===== src/rtl/button_debounce_pkg.sv =====
`default_nettype none
// ============================================================================
// Module      : button_debounce_pkg
// Description : Shared FSM state encoding and default 50 MHz timing constants
//               for the push-button debounce front end.
// Revision    : 1.0 - initial release
// ============================================================================
package button_debounce_pkg;

  // Debounce FSM states, 2-bit encoding
  typedef enum logic [1:0] {
    ST_RELEASED    = 2'd0,
    ST_PRESS_CHK   = 2'd1,
    ST_HELD        = 2'd2,
    ST_RELEASE_CHK = 2'd3
  } btn_state_e;

  // Default timing at 50 MHz
  localparam int unsigned c_debounce_cycles_50mhz   = 5_000_000;   // 100 ms
  localparam int unsigned c_long_press_cycles_50mhz = 50_000_000;  // 1 s
  localparam int unsigned c_repeat_cycles_50mhz     = 12_500_000;  // 250 ms

endpackage : button_debounce_pkg
`default_nettype wire


===== src/rtl/button_debounce_sync_2ff.sv =====
`default_nettype none
// ============================================================================
// Module      : sync_2ff
// Description : Two-flop synchroniser for a single asynchronous bit, with a
//               parameterised reset value.
// Revision    : 1.0 - initial release
// ============================================================================
module sync_2ff #(
  parameter logic RESET_VAL = 1'b1
) (
  input  logic clk,
  input  logic rst_n,
  input  logic d,
  output logic q
);

  logic meta_q;
  logic meta_d;
  logic sync_q;
  logic sync_d;

  // Next values: shift the raw bit through the two stages
  always_comb begin
    meta_d = d;
    sync_d = meta_q;
  end

  // Synchroniser flops, forced to the idle level during reset
  always_ff @(posedge clk or negedge rst_n) begin
    if (!rst_n) begin
      meta_q <= RESET_VAL;
      sync_q <= RESET_VAL;
    end else begin
      meta_q <= meta_d;
      sync_q <= sync_d;
    end
  end

  assign q = sync_q;

endmodule : sync_2ff
`default_nettype wire


===== src/rtl/button_debounce.sv =====
`default_nettype none
// ============================================================================
// Module      : button_debounce
// Description : Debounces an active-low push-button and produces a clean
//               pressed level plus press / release / long-press / auto-repeat
//               single-cycle strobes. All outputs are registered.
// Revision    : 1.0 - initial release
// ============================================================================
module button_debounce
  import button_debounce_pkg::*;
#(
  parameter int unsigned DEBOUNCE_CYCLES   = c_debounce_cycles_50mhz,
  parameter int unsigned LONG_PRESS_CYCLES = c_long_press_cycles_50mhz,
  parameter int unsigned REPEAT_CYCLES     = c_repeat_cycles_50mhz,
  parameter bit          REPEAT_EN         = 1'b1
) (
  input  logic clk,
  input  logic rst_n,
  input  logic button,
  output logic pressed,
  output logic press_pulse,
  output logic release_pulse,
  output logic long_pulse,
  output logic repeat_pulse
);

  // Counter widths; each counter only ever needs to hold limit-1
  localparam int c_deb_w  = $clog2(DEBOUNCE_CYCLES);
  localparam int c_hold_w = $clog2(LONG_PRESS_CYCLES);
  localparam int c_rep_w  = (REPEAT_CYCLES > 1) ? $clog2(REPEAT_CYCLES) : 1;

  localparam logic [c_deb_w-1:0]  c_deb_last  = c_deb_w'(DEBOUNCE_CYCLES - 1);
  localparam logic [c_hold_w-1:0] c_hold_last = c_hold_w'(LONG_PRESS_CYCLES - 1);
  localparam logic [c_rep_w-1:0]  c_rep_last  = c_rep_w'(REPEAT_CYCLES - 1);

  logic btn_s;  // synchronised button, 0 = pressed

  btn_state_e          state_q,         state_d;
  logic [c_deb_w-1:0]  deb_cnt_q,       deb_cnt_d;
  logic [c_hold_w-1:0] hold_cnt_q,      hold_cnt_d;
  logic [c_rep_w-1:0]  rep_cnt_q,       rep_cnt_d;
  logic                long_done_q,     long_done_d;
  logic                pressed_q,       pressed_d;
  logic                press_pulse_q,   press_pulse_d;
  logic                release_pulse_q, release_pulse_d;
  logic                long_pulse_q,    long_pulse_d;
  logic                repeat_pulse_q,  repeat_pulse_d;
  logic [c_deb_w-1:0]  deb_cnt_inc;

  sync_2ff #(
    .RESET_VAL (1'b1)
  ) u_sync (
    .clk   (clk),
    .rst_n (rst_n),
    .d     (button),
    .q     (btn_s)
  );

  // The debounce counter "reaches" its limit when its incremented value hits
  // DEBOUNCE_CYCLES-1, so a level must be seen on DEBOUNCE_CYCLES edges.
  assign deb_cnt_inc = deb_cnt_q + 1'b1;

  // Next-state, counter and pulse logic
  always_comb begin
    state_d         = state_q;
    deb_cnt_d       = deb_cnt_q;
    hold_cnt_d      = hold_cnt_q;
    rep_cnt_d       = rep_cnt_q;
    long_done_d     = long_done_q;
    pressed_d       = pressed_q;
    press_pulse_d   = 1'b0;
    release_pulse_d = 1'b0;
    long_pulse_d    = 1'b0;
    repeat_pulse_d  = 1'b0;

    case (state_q)
      ST_RELEASED: begin
        if (!btn_s) begin
          state_d   = ST_PRESS_CHK;
          deb_cnt_d = '0;
        end
      end

      ST_PRESS_CHK: begin
        if (btn_s) begin
          state_d = ST_RELEASED;
        end else if (deb_cnt_inc == c_deb_last) begin
          state_d       = ST_HELD;
          press_pulse_d = 1'b1;
          pressed_d     = 1'b1;
          hold_cnt_d    = '0;
          rep_cnt_d     = '0;
          long_done_d   = 1'b0;
        end else begin
          deb_cnt_d = deb_cnt_inc;
        end
      end

      ST_HELD: begin
        // A release candidate takes priority; the timers pause on that edge
        if (btn_s) begin
          state_d   = ST_RELEASE_CHK;
          deb_cnt_d = '0;
        end else if (!long_done_q) begin
          if (hold_cnt_q == c_hold_last) begin
            long_pulse_d = 1'b1;
            long_done_d  = 1'b1;
            rep_cnt_d    = '0;
          end else begin
            hold_cnt_d = hold_cnt_q + 1'b1;
          end
        end else if (REPEAT_EN) begin
          if (rep_cnt_q == c_rep_last) begin
            repeat_pulse_d = 1'b1;
            rep_cnt_d      = '0;
          end else begin
            rep_cnt_d = rep_cnt_q + 1'b1;
          end
        end
      end

      ST_RELEASE_CHK: begin
        // hold_cnt / rep_cnt stay frozen until the press is re-confirmed
        if (!btn_s) begin
          state_d = ST_HELD;
        end else if (deb_cnt_inc == c_deb_last) begin
          state_d         = ST_RELEASED;
          release_pulse_d = 1'b1;
          pressed_d       = 1'b0;
        end else begin
          deb_cnt_d = deb_cnt_inc;
        end
      end

      default: begin
        state_d = ST_RELEASED;
      end
    endcase
  end

  // State, counters and registered outputs; reset clears everything silently
  always_ff @(posedge clk or negedge rst_n) begin
    if (!rst_n) begin
      state_q         <= ST_RELEASED;
      deb_cnt_q       <= '0;
      hold_cnt_q      <= '0;
      rep_cnt_q       <= '0;
      long_done_q     <= 1'b0;
      pressed_q       <= 1'b0;
      press_pulse_q   <= 1'b0;
      release_pulse_q <= 1'b0;
      long_pulse_q    <= 1'b0;
      repeat_pulse_q  <= 1'b0;
    end else begin
      state_q         <= state_d;
      deb_cnt_q       <= deb_cnt_d;
      hold_cnt_q      <= hold_cnt_d;
      rep_cnt_q       <= rep_cnt_d;
      long_done_q     <= long_done_d;
      pressed_q       <= pressed_d;
      press_pulse_q   <= press_pulse_d;
      release_pulse_q <= release_pulse_d;
      long_pulse_q    <= long_pulse_d;
      repeat_pulse_q  <= repeat_pulse_d;
    end
  end

  assign pressed       = pressed_q;
  assign press_pulse   = press_pulse_q;
  assign release_pulse = release_pulse_q;
  assign long_pulse    = long_pulse_q;
  assign repeat_pulse  = repeat_pulse_q;

endmodule : button_debounce
`default_nettype wire


===== config.mk =====
export PLATFORM = sky130hd
export DESIGN_NAME = button_debounce
export DESIGN_NICKNAME = d
export VERILOG_FILES = /design/src/rtl/button_debounce_pkg.sv /design/src/rtl/button_debounce_sync_2ff.sv /design/src/rtl/button_debounce.sv
export SDC_FILE = /design/constraint.sdc
export NUM_CORES = 1
export LEC_CHECK = 0
export ABC_AREA = 1
export BUFFER_PORTS_ARGS = -buffer_cell sky130_fd_sc_hd__buf_2
export CAP_MARGIN = 5
export CORE_UTILIZATION = 42
export CTS_CLUSTER_DIAMETER = 100
export DETAILED_ROUTE_END_ITERATION = 8
export HOLD_SLACK_MARGIN = 0.02
export PLACE_DENSITY = 0.54
export SYNTH_ARGS = -nofsm -noshare
export SYNTH_HDL_FRONTEND = slang
export SYNTH_SLANG_ARGS = --single-unit

===== constraint.sdc =====
create_clock -name clk -period 2.4 [get_ports clk]
set_input_delay 0.48 -clock clk [delete_from_list [all_inputs] [get_ports clk]]
set_output_delay 0.48 -clock clk [all_outputs]
set_load 0.1 [all_outputs]

# Yosys cells after proc, flatten, opt, wreduce, memory -nomap -nowiden
# Cells that the tools add are included.
op_classes:
  n_addsub: 3
  n_eq_ne: 18
  mux: 48
  reduce_logical: 9
ops:
  columns: ["op", "count"]
  rows:
  - ["$mux W24", 6]
  - ["$mux W26", 5]
  - ["$mux W23", 5]
  - ["$pmux W23 S4", 1]
  - ["$pmux W26 S2", 1]
  - ["$pmux W24 S2", 1]
  - ["$add A26 B1 Y26 const B", 1]
  - ["$eq A26 B26 Y1 const B", 1]
  - ["$add A24 B1 Y24 const B", 1]
  - ["$eq A24 B24 Y1 const B", 1]
  - ["$add A23 B1 Y23 const B", 1]
  - ["$eq A23 B23 Y1 const B", 1]
  - ["$mux W1", 20]
  - ["$ne A2 B2 Y1 const B", 7]
  - ["$mux W2", 6]
  - ["$reduce_and A4 Y1", 3]
  - ["$reduce_and A5 Y1", 2]
  - ["$pmux W2 S4", 1]
  - ["$ne A3 B3 Y1 const B", 2]
  - ["$reduce_and A6 Y1", 1]
  - ["$eq A2 B2 Y1 const B", 2]
  - ["$ne A2 B1 Y1 const B", 2]
  - ["$pmux W1 S2", 2]
  - ["$reduce_bool A2 Y1", 2]
  - ["other kinds (3)", 3]
totals:
  register_bits: 83
  in_bits: 3

# Logic depth before layout (Yosys ltp)
# Gate-level depths: netlist of run 1.
logic_depth:
  depth_word: 5
  ltp_mapped: 16
  depth_no_buf: 15

# By module
# From an unflattened synthesis of run 1, not the netlist that was laid out.
hier_totals:
  hier_cells: 814
  hier_area_um2: 5621.6
by_module_without_submodules:
  columns: ["mod", "instances", "cells_each", "area_per_inst_um2", "seq_area_each_um2"]
  rows:
  - ["button_debounce", 1, 812, 5569.1, 2026.9]
  - ["sync_2ff", 1, 2, 52.6, 52.6]

# Least setup slack after synthesis of run 1
# OpenSTA, ideal clock, no wires.
synth_path:
  kind: "reg2reg"
  start: "reg deb_cnt_q[1]"
  end: "reg deb_cnt_q[0]"
  arrival_time_ns: 1.960
  slack_ns: 0.373
  path_stages_with_launch: 15
  path_cell_list: "dfrtp_1 -> ha_1 -> inv_1 -> nor2_4 -> nand2_1 -> nor2_2 -> nand3_1 -> nand2_1 -> nor2_1 -> nand2_1 -> nor2_1 -> nand2_1 -> clkbuf_1 -> nand4_1 -> nand2_1"
synth_via:
  elab_chain_cells: 5
synth_lines:
  columns: ["item", "line_no", "text"]
  rows:
  - ["from (decl)", "button_debounce.sv:39", "logic [c_deb_w-1:0] deb_cnt_q, deb_cnt_d;"]
  - ["from (signal assigned)", "button_debounce.sv:156", "deb_cnt_q <= deb_cnt_d;"]
  - ["$add A23 B1 Y23 (*)", "button_debounce.sv:61", "assign deb_cnt_inc = deb_cnt_q + 1'b1;"]
  - ["$eq A23 B23 Y1 (*)", "button_debounce.sv:87, button_debounce.sv:126", null]
  - ["$mux W23 (*)", null, null]
  - ["$mux W23 (on tied branches)", null, null]
  - ["$pmux W23 S4 (*)", null, null]
# Every way passes the cells marked *; elsewhere a longest branch is shown, timed or not. The select of a mux whose other input is x is not followed.
# A chain may end at the register's enable or synchronous reset.

# Final worst setup path of run 1
layout_path:
  start: "reg deb_cnt_q[5]"
  end: "reg hold_cnt_q[4]"
layout_via:
  elab_chain_cells: 4
layout_lines:
  columns: ["item", "line_no", "text"]
  rows:
  - ["$add A23 B1 Y23", "button_debounce.sv:61", null]
  - ["$eq A23 B23 Y1", "button_debounce.sv:87", "end else if (deb_cnt_inc == c_deb_last) begin"]
  - ["$ne A2 B2 Y1 (no source line)", null, null]
  - ["$reduce_and A6 Y1 (no source line)", null, null]
  - ["to (signal assigned)", "button_debounce.sv:157", "hold_cnt_q <= hold_cnt_d;"]
  - ["to (decl)", "button_debounce.sv:40", "logic [c_hold_w-1:0] hold_cnt_q, hold_cnt_d;"]
# Every way passes these cells.

==> results.tsv, run 1 <==
metric	value	unit
Final period util	0.964	
post-synthesis compound-gate area fraction	0.0145	
CP Class	reg2reg	
final slew viol count	0	
vias per cell	5.37	
RSZ-0062 raised after global routing	true	
Clock Skew	0.00689	ns
register area share after synthesis	0.354	
syn_nets	919	
Max-cap violations	0	
Synth Area in XOR/XNOR	0.0462	
nets@finish	940	
Post-Synthesis Cells	911	
static leakage	3.01	nW
post-layout util	0.508	
fin crit period	2.31	ns
CTS tree	yes	
Initial DRC Count	461	
most numerous cell on the critical path	nand2_1	
Max Root-Sink Buffers	2	
cell family with most CP delay	simple AND/OR/NAND/NOR gates	
mux cell area share after synthesis	0	
IO Port Bufs	7	
Worst path max stage delay	0.46	ns
# IOs	8	
largest family of logic cells by synthesized area	simple AND/OR/NAND/NOR gates	
die width	120	microns
Fin. Hold Viols	0	
Synth top area share	0.345	
pre-CTS setup slack	0.0153	ns
cells along the critical path	nand2_1 -> nor2_4 -> nand2_4 -> o21ai_1 -> nand2_1 -> nor2_1 -> nand3_1 -> nor2_4 -> nand3_4 -> buf_12 -> clkbuf_16 -> nand3_1 -> nand2_1	
initial antenna violation count	0	
share of cells above drive strength 1	0.127	
Core Box Area	0.0135	sq mm
post-synthesis adder-cell area fraction	0.0106	
row count	42	
vias in the first global route	5474	
Die Area	0.0145	sq mm
Post-DP HPWL	11.5	mm
CP max FO	7	
worst slew pin tran	0.572	ns
Yosys warnings	0	
Worst VDD drop	0.000354	V
DRC errors left	0	
Rel. slew slack	0.619	
post-synth top area cell	dfrtp_1	
worst min-delay path class	in2async	
drt total wl	17.0	mm
DRT Pass-1 Iters	5	
count of cell types in the netlist	35	
syn_area_per_cell	6.45	sq um
power per cell area	444	mW/mm^2
grt ovf	0	
DIE HEIGHT	120	microns
Seq cells post-synth	83	
Worst-path clk slew	0.06	ns
critical path startpoint	deb_cnt_q[5]$_DFFE_PN0P_	
depth of the CTS H-tree	3	
n_diodes	0	
Final ANT Viol Nets	0	
setup slack after layout	0.0870	ns
CTS Root Cell	clkbuf_16	
Max stage delay cell, worst path	dfrtp_1	
Reg-to-Reg Start	deb_cnt_q[5]$_DFFE_PN0P_	
Design Power	3.04	mW
GP Congestion	0.915	
crit end category	flop	
Worst EP arrival	2.56	ns
Num CTS Buffers	9	
area delta synth->final	16.2	%
Setup crit start kind	flop	
WL/cell	15.3	microns
CP bufs+invs	2	
clk_lat worst skew	0.35	ns
vias	5976	
Starting Density	0.437	
Area contributors post-synth	dfrtp_1 (34%), nand2_1 (20%), nand3_1 (8.5%)	
status	complete, no violations	
CP required	2.64	ns
Synth Area in Simple Gates	0.491	
mapped cell area	0.00588	sq mm
first-pass GRT wire length	27.3	mm
# setup viols final	0	
maximum number of pins on one net before global-route repair	47	
clk sinks	83	
Fmax	432	MHz
Total GRT Usage	0.238	
-- cell usage in the layout, fill, tap and decap left out, drive strengths merged --
| cell | n |
|---|---|
| a2111oi | 1 |
| a21oi | 3 |
| a311oi | 1 |
| a31oi | 2 |
| and3 | 2 |
| buf | 39 |
| bufinv | 2 |
| clkbuf | 13 |
| clkinv | 4 |
| clkinvlp | 2 |
| dfrtp | 81 |
| dfstp | 2 |
| ha | 5 |
| inv | 84 |
| nand2 | 323 |
| nand3 | 102 |
| nand3b | 3 |
| nand4 | 33 |
| nor2 | 136 |
| nor3 | 36 |
| nor3b | 3 |
| nor4 | 17 |
| nor4b | 1 |
| o21ai | 8 |
| or2 | 3 |
| xnor2 | 11 |
| xor2 | 20 |
-- cells by family after synthesis --
logic type,Yosys count
simple gates,658
buf+inv,119
flops,83
xor+xnor,31
compound gates,15
fa+ha+maj,5
-- layer usage --
| metal | track usage | part of all wire | routed length (microns) | vias up |
|---|---|---|---|---|
| met2 | 0.366 | 0.45 | 7640 | 146 |
| met3 | 0.0401 | 0.052 | 888 | 19 |
| met1 | 0.342 | 0.49 | 8280 | 2849 |
| met4 | 0.0671 | 0.014 | 237 | 0 |
| met5 | 0 | 0 | 0 | - |
| li1 | - | - | - | 2962 |
-- final timing paths --
path,end,slack (ns),depth (start not counted)
hold / removal,rep_cnt_q[9]$_DFFE_PN0P_,0.12,1
hold reg to reg,u_sync.q$_DFF_PN1_,0.36,0
max in group asynchronous,u_sync.q$_DFF_PN1_,1.60,2
min in group clk,u_sync.meta_q$_DFF_PN1_,0.23,1
setup / recovery,hold_cnt_q[4]$_DFFE_PN0P_,0.09,13
setup reg to reg,hold_cnt_q[4]$_DFFE_PN0P_,0.09,13
-- flip-flops by register name, indices dropped and copies added (netlist names), named ones only --
| signal | flops |
|---|---|
| hold_cnt_q | 26 |
| u_sync.q | 1 |
| repeat_pulse | 1 |
| rep_cnt_q | 24 |
| release_pulse | 1 |
| u_sync.meta_q | 1 |
| pressed | 1 |
| long_pulse | 1 |
| press_pulse | 1 |
| deb_cnt_q | 23 |
| long_done_q | 1 |
| state_q | 1 |
-- report_power, final --
part / internal [mW] / leakage [nW] / total, mW / switching (mW)
Clock: 0.911 / 0.146 / 1.51 / 0.601
Sequential: 1.41 / 1.14 / 1.42 / 0.0123
Combinational: 0.0284 / 1.72 / 0.102 / 0.0736
-- stage by stage --
step	hold WS (ns)	setup TNS (ns)	instance area (sq um)	cells
2_1_floorplan	0.184	0	5880	911
3_3_place_gp	0.352	0	6200	1088
3_5_place_dp	0.350	0	6200	1088
4_1_cts	0.142	0	6520	1104
5_1_grt	0.158	-1.14	6830	1113
6_report	0.119	0	6830	1113
-- repair_timing --
action,CTS,global route
resized for setup,1,52
endpoints found under the setup margin,20,79
pin swaps,0,13
setup buffers,0,5
hold buffers,0,0
endpoints found under the hold margin,0,0
gates cloned,0,4
-- synthesized netlist by cell type (all sizes together) --
cell type	number
nand2	322
nor2	136
nand3	102
inv	84
dfrtp	81
nor3	36
nand4	33
xor2	20
buf	17
nor4	17
clkbuf	15
xnor2	11
o21ai	8
ha	5
a21oi	3
clkinv	3
nand3b	3
nor3b	3
or2	3
a31oi	2
and3	2
dfstp	2
a2111oi	1
a311oi	1
nor4b	1
-- layout make-up --
cell class | instances | area (sq um)
Tap cell | 176 | 220
Timing Repair Buffer | 41 | 405
Clock buffer | 11 | 233
Fill cell | 1419 | 6620
Multi-Input combinational cell | 710 | 3480
Sequential cell | 83 | 2090
Clock inverter | 5 | 80.1
Inverter | 87 | 327
(Power assumes the default switching activity.)
==> run 2: changes to the inputs <==
- CELL_PAD_IN_SITES_DETAIL_PLACEMENT: not set -> 1
- CELL_PAD_IN_SITES_GLOBAL_PLACEMENT: not set -> 2
- CORE_UTILIZATION: 42 -> 36
- PLACE_DENSITY: 0.54 -> 0.78
==> results.tsv, run 2 (synthesis results as in run 1) <==
metric	value	unit
IO Port Bufs	7	
Final period util	0.981	
Design Power	3.18	mW
DIE HEIGHT	130	microns
share of cells above drive strength 1	0.159	
hold buffers post-CTS	0	
Core Box Area	0.0159	sq mm
Largest register FFs	26	
WL/cell	17.4	microns
Worst-path clk slew	0.06	ns
die width	130	microns
static leakage	3.15	nW
vias in the first global route	6316	
grt ovf	0	
nets@finish	958	
CP required	2.69	ns
crit end category	flop	
Worst VDD drop	0.000406	V
first-pass GRT wire length	33.0	mm
initial antenna violation count	0	
Fmax	425	MHz
depth of the CTS H-tree	3	
clk_lat worst skew	0.35	ns
Setup crit start kind	flop	
worst slew pin tran	0.593	ns
Total GRT Usage	0.253	
worst min-delay path class	in2async	
Post-DP HPWL	14.3	mm
# setup viols final	0	
Final ANT Viol Nets	0	
Starting Density	0.370	
critical path startpoint	deb_cnt_q[0]$_DFFE_PN0P_	
final slew viol count	0	
CP Class	reg2reg	
RSZ-0062 raised after global routing	true	
Num CTS Buffers	9	
Clock Skew	0.00799	ns
power per cell area	446	mW/mm^2
vias	6188	
Max-cap violations	0	
Top reg by flops	hold_cnt_q	
Worst EP arrival	2.64	ns
maximum number of pins on one net before global-route repair	54	
clk sinks	83	
fin crit period	2.35	ns
RR Endpoint	hold_cnt_q[24]$_DFFE_PN0P_	
Initial DRC Count	286	
commonest non-fill, non-tap cell in the layout	nand2_1	
Die Area	0.0168	sq mm
FF-to-FF path depth	16	
Reg-to-Reg Start	deb_cnt_q[0]$_DFFE_PN0P_	
status	complete, no violations	
CP max FO	13	
most frequent cells in the layout	nand2_1 (294), nor2_1 (115), nand3_1 (90)	
CTS tree	yes	
Max Root-Sink Buffers	2	
vias per cell	5.29	
biggest regs	hold_cnt_q: 26 flops, rep_cnt_q: 24 flops, deb_cnt_q: 23 flops	
GP Congestion	0.859	
Fin Setup TNS	0	ns
# IOs	8	
drt total wl	20.4	mm
final hold slack	0.0799	ns
area delta synth->final	21.5	%
row count	46	
DRT Pass-1 Iters	4	
r2r setup slk	0.05	ns
DRC errors left	0	
Rel. slew slack	0.601	
CTS Root Cell	clkbuf_16	
Fin. Hold Viols	0	
n_diodes	0	
==> run 2: cell types whose count changed in the layout (fill, tap and decap cells not counted), sizes merged <==
cell	previous run	this run
buf	39	57
bufinv	2	3
clkbuf	13	12
clkinvlp	2	1
==> run 2: critical path: stages, from the launching register on <==
cell	delay, ns
dfrtp_2	0.48
inv_4	0.06
nor2_4	0.25
buf_6	0.14
nand2_2	0.04
nand2_2	0.10
nand2_1	0.07
nor2_1	0.11
nand2_1	0.06
nor2_1	0.11
nand2_2	0.08
nor2_4	0.15
nand3_4	0.13
buf_12	0.19
nand2_4	0.17
nand2_1	0.08
nand2_1	0.07
==> run 2: area by class of cell <==
cell class	count	area [sq um]
Fill cell	2080	8740
Sequential cell	83	2090
Clock inverter	5	103
Clock buffer	10	229
Multi-Input combinational cell	710	3550
Tap cell	216	270
Timing Repair Buffer	59	569
Inverter	87	332
==> run 2: through the flow <==
stage	area (sq um)	setup slack, ns	cells	utilization
global placement	6320	0.0754	1135	0.398
floorplan	5880	0.373	911	-
detailed placement	6320	-0.109	1135	0.398
CTS	6810	0.0138	1158	0.429
finish	7140	0.0460	1170	0.450
global route	7140	-0.0885	1170	0.450
==> run 2: worst max-delay path by stage <==
stage	slack (ns)	end	cells past startpoint
2_1_floorplan	0.37	deb_cnt_q[0]$_DFFE_PN0P_	14
3_3_place_gp	0.08	hold_cnt_q[22]$_DFFE_PN0P_	13
3_5_place_dp	-0.11	hold_cnt_q[16]$_DFFE_PN0P_	13
4_1_cts	0.01	rep_cnt_q[15]$_DFFE_PN0P_	13
5_1_grt	-0.09	hold_cnt_q[9]$_DFFE_PN0P_	15
6_report	0.05	hold_cnt_q[24]$_DFFE_PN0P_	16
==> run 2: what timing repair did <==
action,4_1_cts,5_1_grt
resized for setup,17,64
buffers inserted,7,10
endpoints found under the setup margin,78,79
pin swaps,6,26
cloned,1,3
==> run 2: metal layers <==
metal  part of all wire  global-route usage  up-vias  wire length, microns
met5                  0                   0        -                     0
met4             0.0097              0.0479        0                   197
met3              0.029              0.0447       17                   583
met2               0.48               0.431       79                  9850
met1               0.48               0.338     3098                  9750
li1                   -                   -     2994                     -
==> run 2: where the power goes <==
group	internal, mW	total [mW]	switching, mW
Sequential	1.41	1.43	0.0164
Clock	1.01	1.63	0.617
Combinational	0.0431	0.129	0.0862
Total	2.46	3.18	0.719
==> run 3: changes to the inputs <==
- clock period: 2.4 -> 2.22 ns (I/O delays scaled with it)
==> results.tsv, run 3 (synthesis results as in run 1) <==
metric	value	unit
Starting Density	0.370	
nets@finish	1008	
CP required	2.52	ns
Worst EP arrival	2.73	ns
fin crit period	2.44	ns
Largest register FFs	26	
FF-to-FF path depth	15	
vias	6483	
Total GRT Usage	0.267	
CP Class	reg2reg	
hold buffers post-CTS	0	
Fin. Hold Viols	0	
DRC errors left	0	
most frequent cells in the layout	nand2_1 (277), nor2_1 (111), inv_1 (81)	
power per cell area	421	mW/mm^2
# IOs	8	
Final period util	1.10	
static leakage	3.50	nW
commonest non-fill, non-tap cell in the layout	nand2_1	
initial antenna violation count	0	
Max stage delay cell, worst path	dfrtp_2	
Worst VDD drop	0.000360	V
CTS Root Cell	clkbuf_16	
failing checks	negative setup slack	
depth of the CTS H-tree	3	
worst slew pin tran	0.562	ns
area delta synth->final	33.5	%
share of cells above drive strength 1	0.242	
grt ovf	0	
CP max FO	6	
Post-DP HPWL	15.1	mm
cells along the critical path	inv_2 -> nor2_4 -> buf_4 -> nand3_1 -> nand2_1 -> nand2_1 -> nor2_1 -> nand3_2 -> nor2_4 -> buf_4 -> nand3_4 -> nand2_8 -> clkbuf_16 -> nand2_1 -> nand2_1	
WL/cell	17.9	microns
Worst-path clk slew	0.07	ns
# setup viols final	79	
vias per cell	5.31	
Setup crit start kind	flop	
Initial DRC Count	324	
GP Congestion	0.889	
crit end category	flop	
IO Port Bufs	7	
Core Box Area	0.0159	sq mm
Reg-to-Reg Start	deb_cnt_q[0]$_DFFE_PN0P_	
RSZ-0062 raised after global routing	true	
critical path startpoint	deb_cnt_q[0]$_DFFE_PN0P_	
drt total wl	21.8	mm
first-pass GRT wire length	34.7	mm
clk sinks	83	
Worst path max stage delay	0.45	ns
worst min-delay path class	in2async	
Die Area	0.0168	sq mm
Clock Skew	0.00853	ns
pre-CTS setup slack	-0.222	ns
clk_lat worst skew	0.36	ns
fillcell total	2054	
setup slack after layout	-0.215	ns
DRT Pass-1 Iters	4	
RR Endpoint	deb_cnt_q[15]$_DFFE_PN0P_	
most numerous cell on the critical path	nand2_1	
Num CTS Buffers	9	
final slew viol count	0	
biggest regs	hold_cnt_q: 26 flops, rep_cnt_q: 24 flops, deb_cnt_q: 23 flops	
Max-cap violations	0	
status	finished with violations	
post-layout util	0.494	
Final ANT Viol Nets	0	
maximum number of pins on one net before global-route repair	47	
Max Root-Sink Buffers	2	
die width	130	microns
r2r setup slk	-0.22	ns
Top reg by flops	hold_cnt_q	
DIE HEIGHT	130	microns
CP Capture Point	deb_cnt_q[15]$_DFFE_PN0P_	
Rel. slew slack	0.625	
CTS tree	yes	
n_diodes	0	
Fmax	411	MHz
vias in the first global route	6674	
row count	46	
==> run 3: changes by cell type in the layout (fill, tap and decap cells not counted), sizes merged <==
| cell | before | now |
|---|---|---|
| buf | 57 | 105 |
| clkbuf | 12 | 15 |
| clkinv | 4 | 7 |
| bufinv | 3 | 1 |
| nand2 | 323 | 322 |
==> run 3: per-stage QoR <==
| step | instances | hold WS, ns | TNS (ns) | area [sq um] | power (mW) |
|---|---|---|---|---|---|
| final | 1221 | 0.00761 | -14.32 | 7850 | 3.30 |
| after global routing | 1221 | 0.0250 | -20.94 | 7850 | 3.44 |
| after CTS | 1214 | 0.0265 | -7.36 | 7450 | 3.34 |
| after detailed placement | 1181 | 0.355 | -12.77 | 6710 | 1.69 |
| after global placement | 1181 | 0.353 | -4.65 | 6710 | 1.68 |
| after floorplan | 911 | 0.148 | 0 | 5880 | 1.60 |
==> run 3: how the worst min path moves through the flow <==
stage / from / end / slack [ns] / depth (start not counted)
after floorplan: rst_n / async pin / 0.15 / 0
after CTS: rst_n / hold_cnt_q[1]$_DFFE_PN0P_ / 0.03 / 1
final: rst_n / hold_cnt_q[1]$_DFFE_PN0P_ / 0.008 / 1
after global placement: u_sync.meta_q$_DFF_PN1_ / u_sync.q$_DFF_PN1_ / 0.35 / 0
after global routing: rst_n / hold_cnt_q[1]$_DFFE_PN0P_ / 0.02 / 1
after detailed placement: u_sync.meta_q$_DFF_PN1_ / u_sync.q$_DFF_PN1_ / 0.35 / 0
==> run 3: critical path: cells and delay by family, from the launching register on <==
family                 cells  cell delay [ns]
flip-flops                 1             0.45
buffers and inverters      4             0.55
AND/OR/NAND/NOR           11             1.35
==> run 3: repair_timing <==
item,in CTS,in global routing
setup buffers,15,1
resized for setup,67,67
pin swaps,22,26
cloned,2,6
setup endpoints to repair,79,79
==> run 3: layout make-up <==
class | count | area, sq um | area share
Clock buffer | 10 | 239 | 0.0305
Clock inverter | 6 | 65.1 | 0.00829
Inverter | 87 | 329 | 0.0419
Multi-Input combinational cell | 709 | 3750 | 0.478
Sequential cell | 83 | 2080 | 0.266
Tap cell | 216 | 270 | 0.0344
Timing Repair Buffer | 110 | 1110 | 0.141
==> run 3: power by group <==
part / switching [mW] / total, mW / leakage [nW] / internal (mW)
Clock: 0.682 / 1.58 / 0.148 / 0.903
Combinational: 0.109 / 0.178 / 2.21 / 0.0686
Sequential: 0.0164 / 1.54 / 1.14 / 1.52
==> run 3: layer usage <==
layer  GRT usage  share of wire  vias up
met5           0              0        -
li1            -              -     3109
met2       0.448           0.49       91
met4      0.0752          0.016        0
met1       0.350           0.46     3254
met3      0.0492          0.030       29
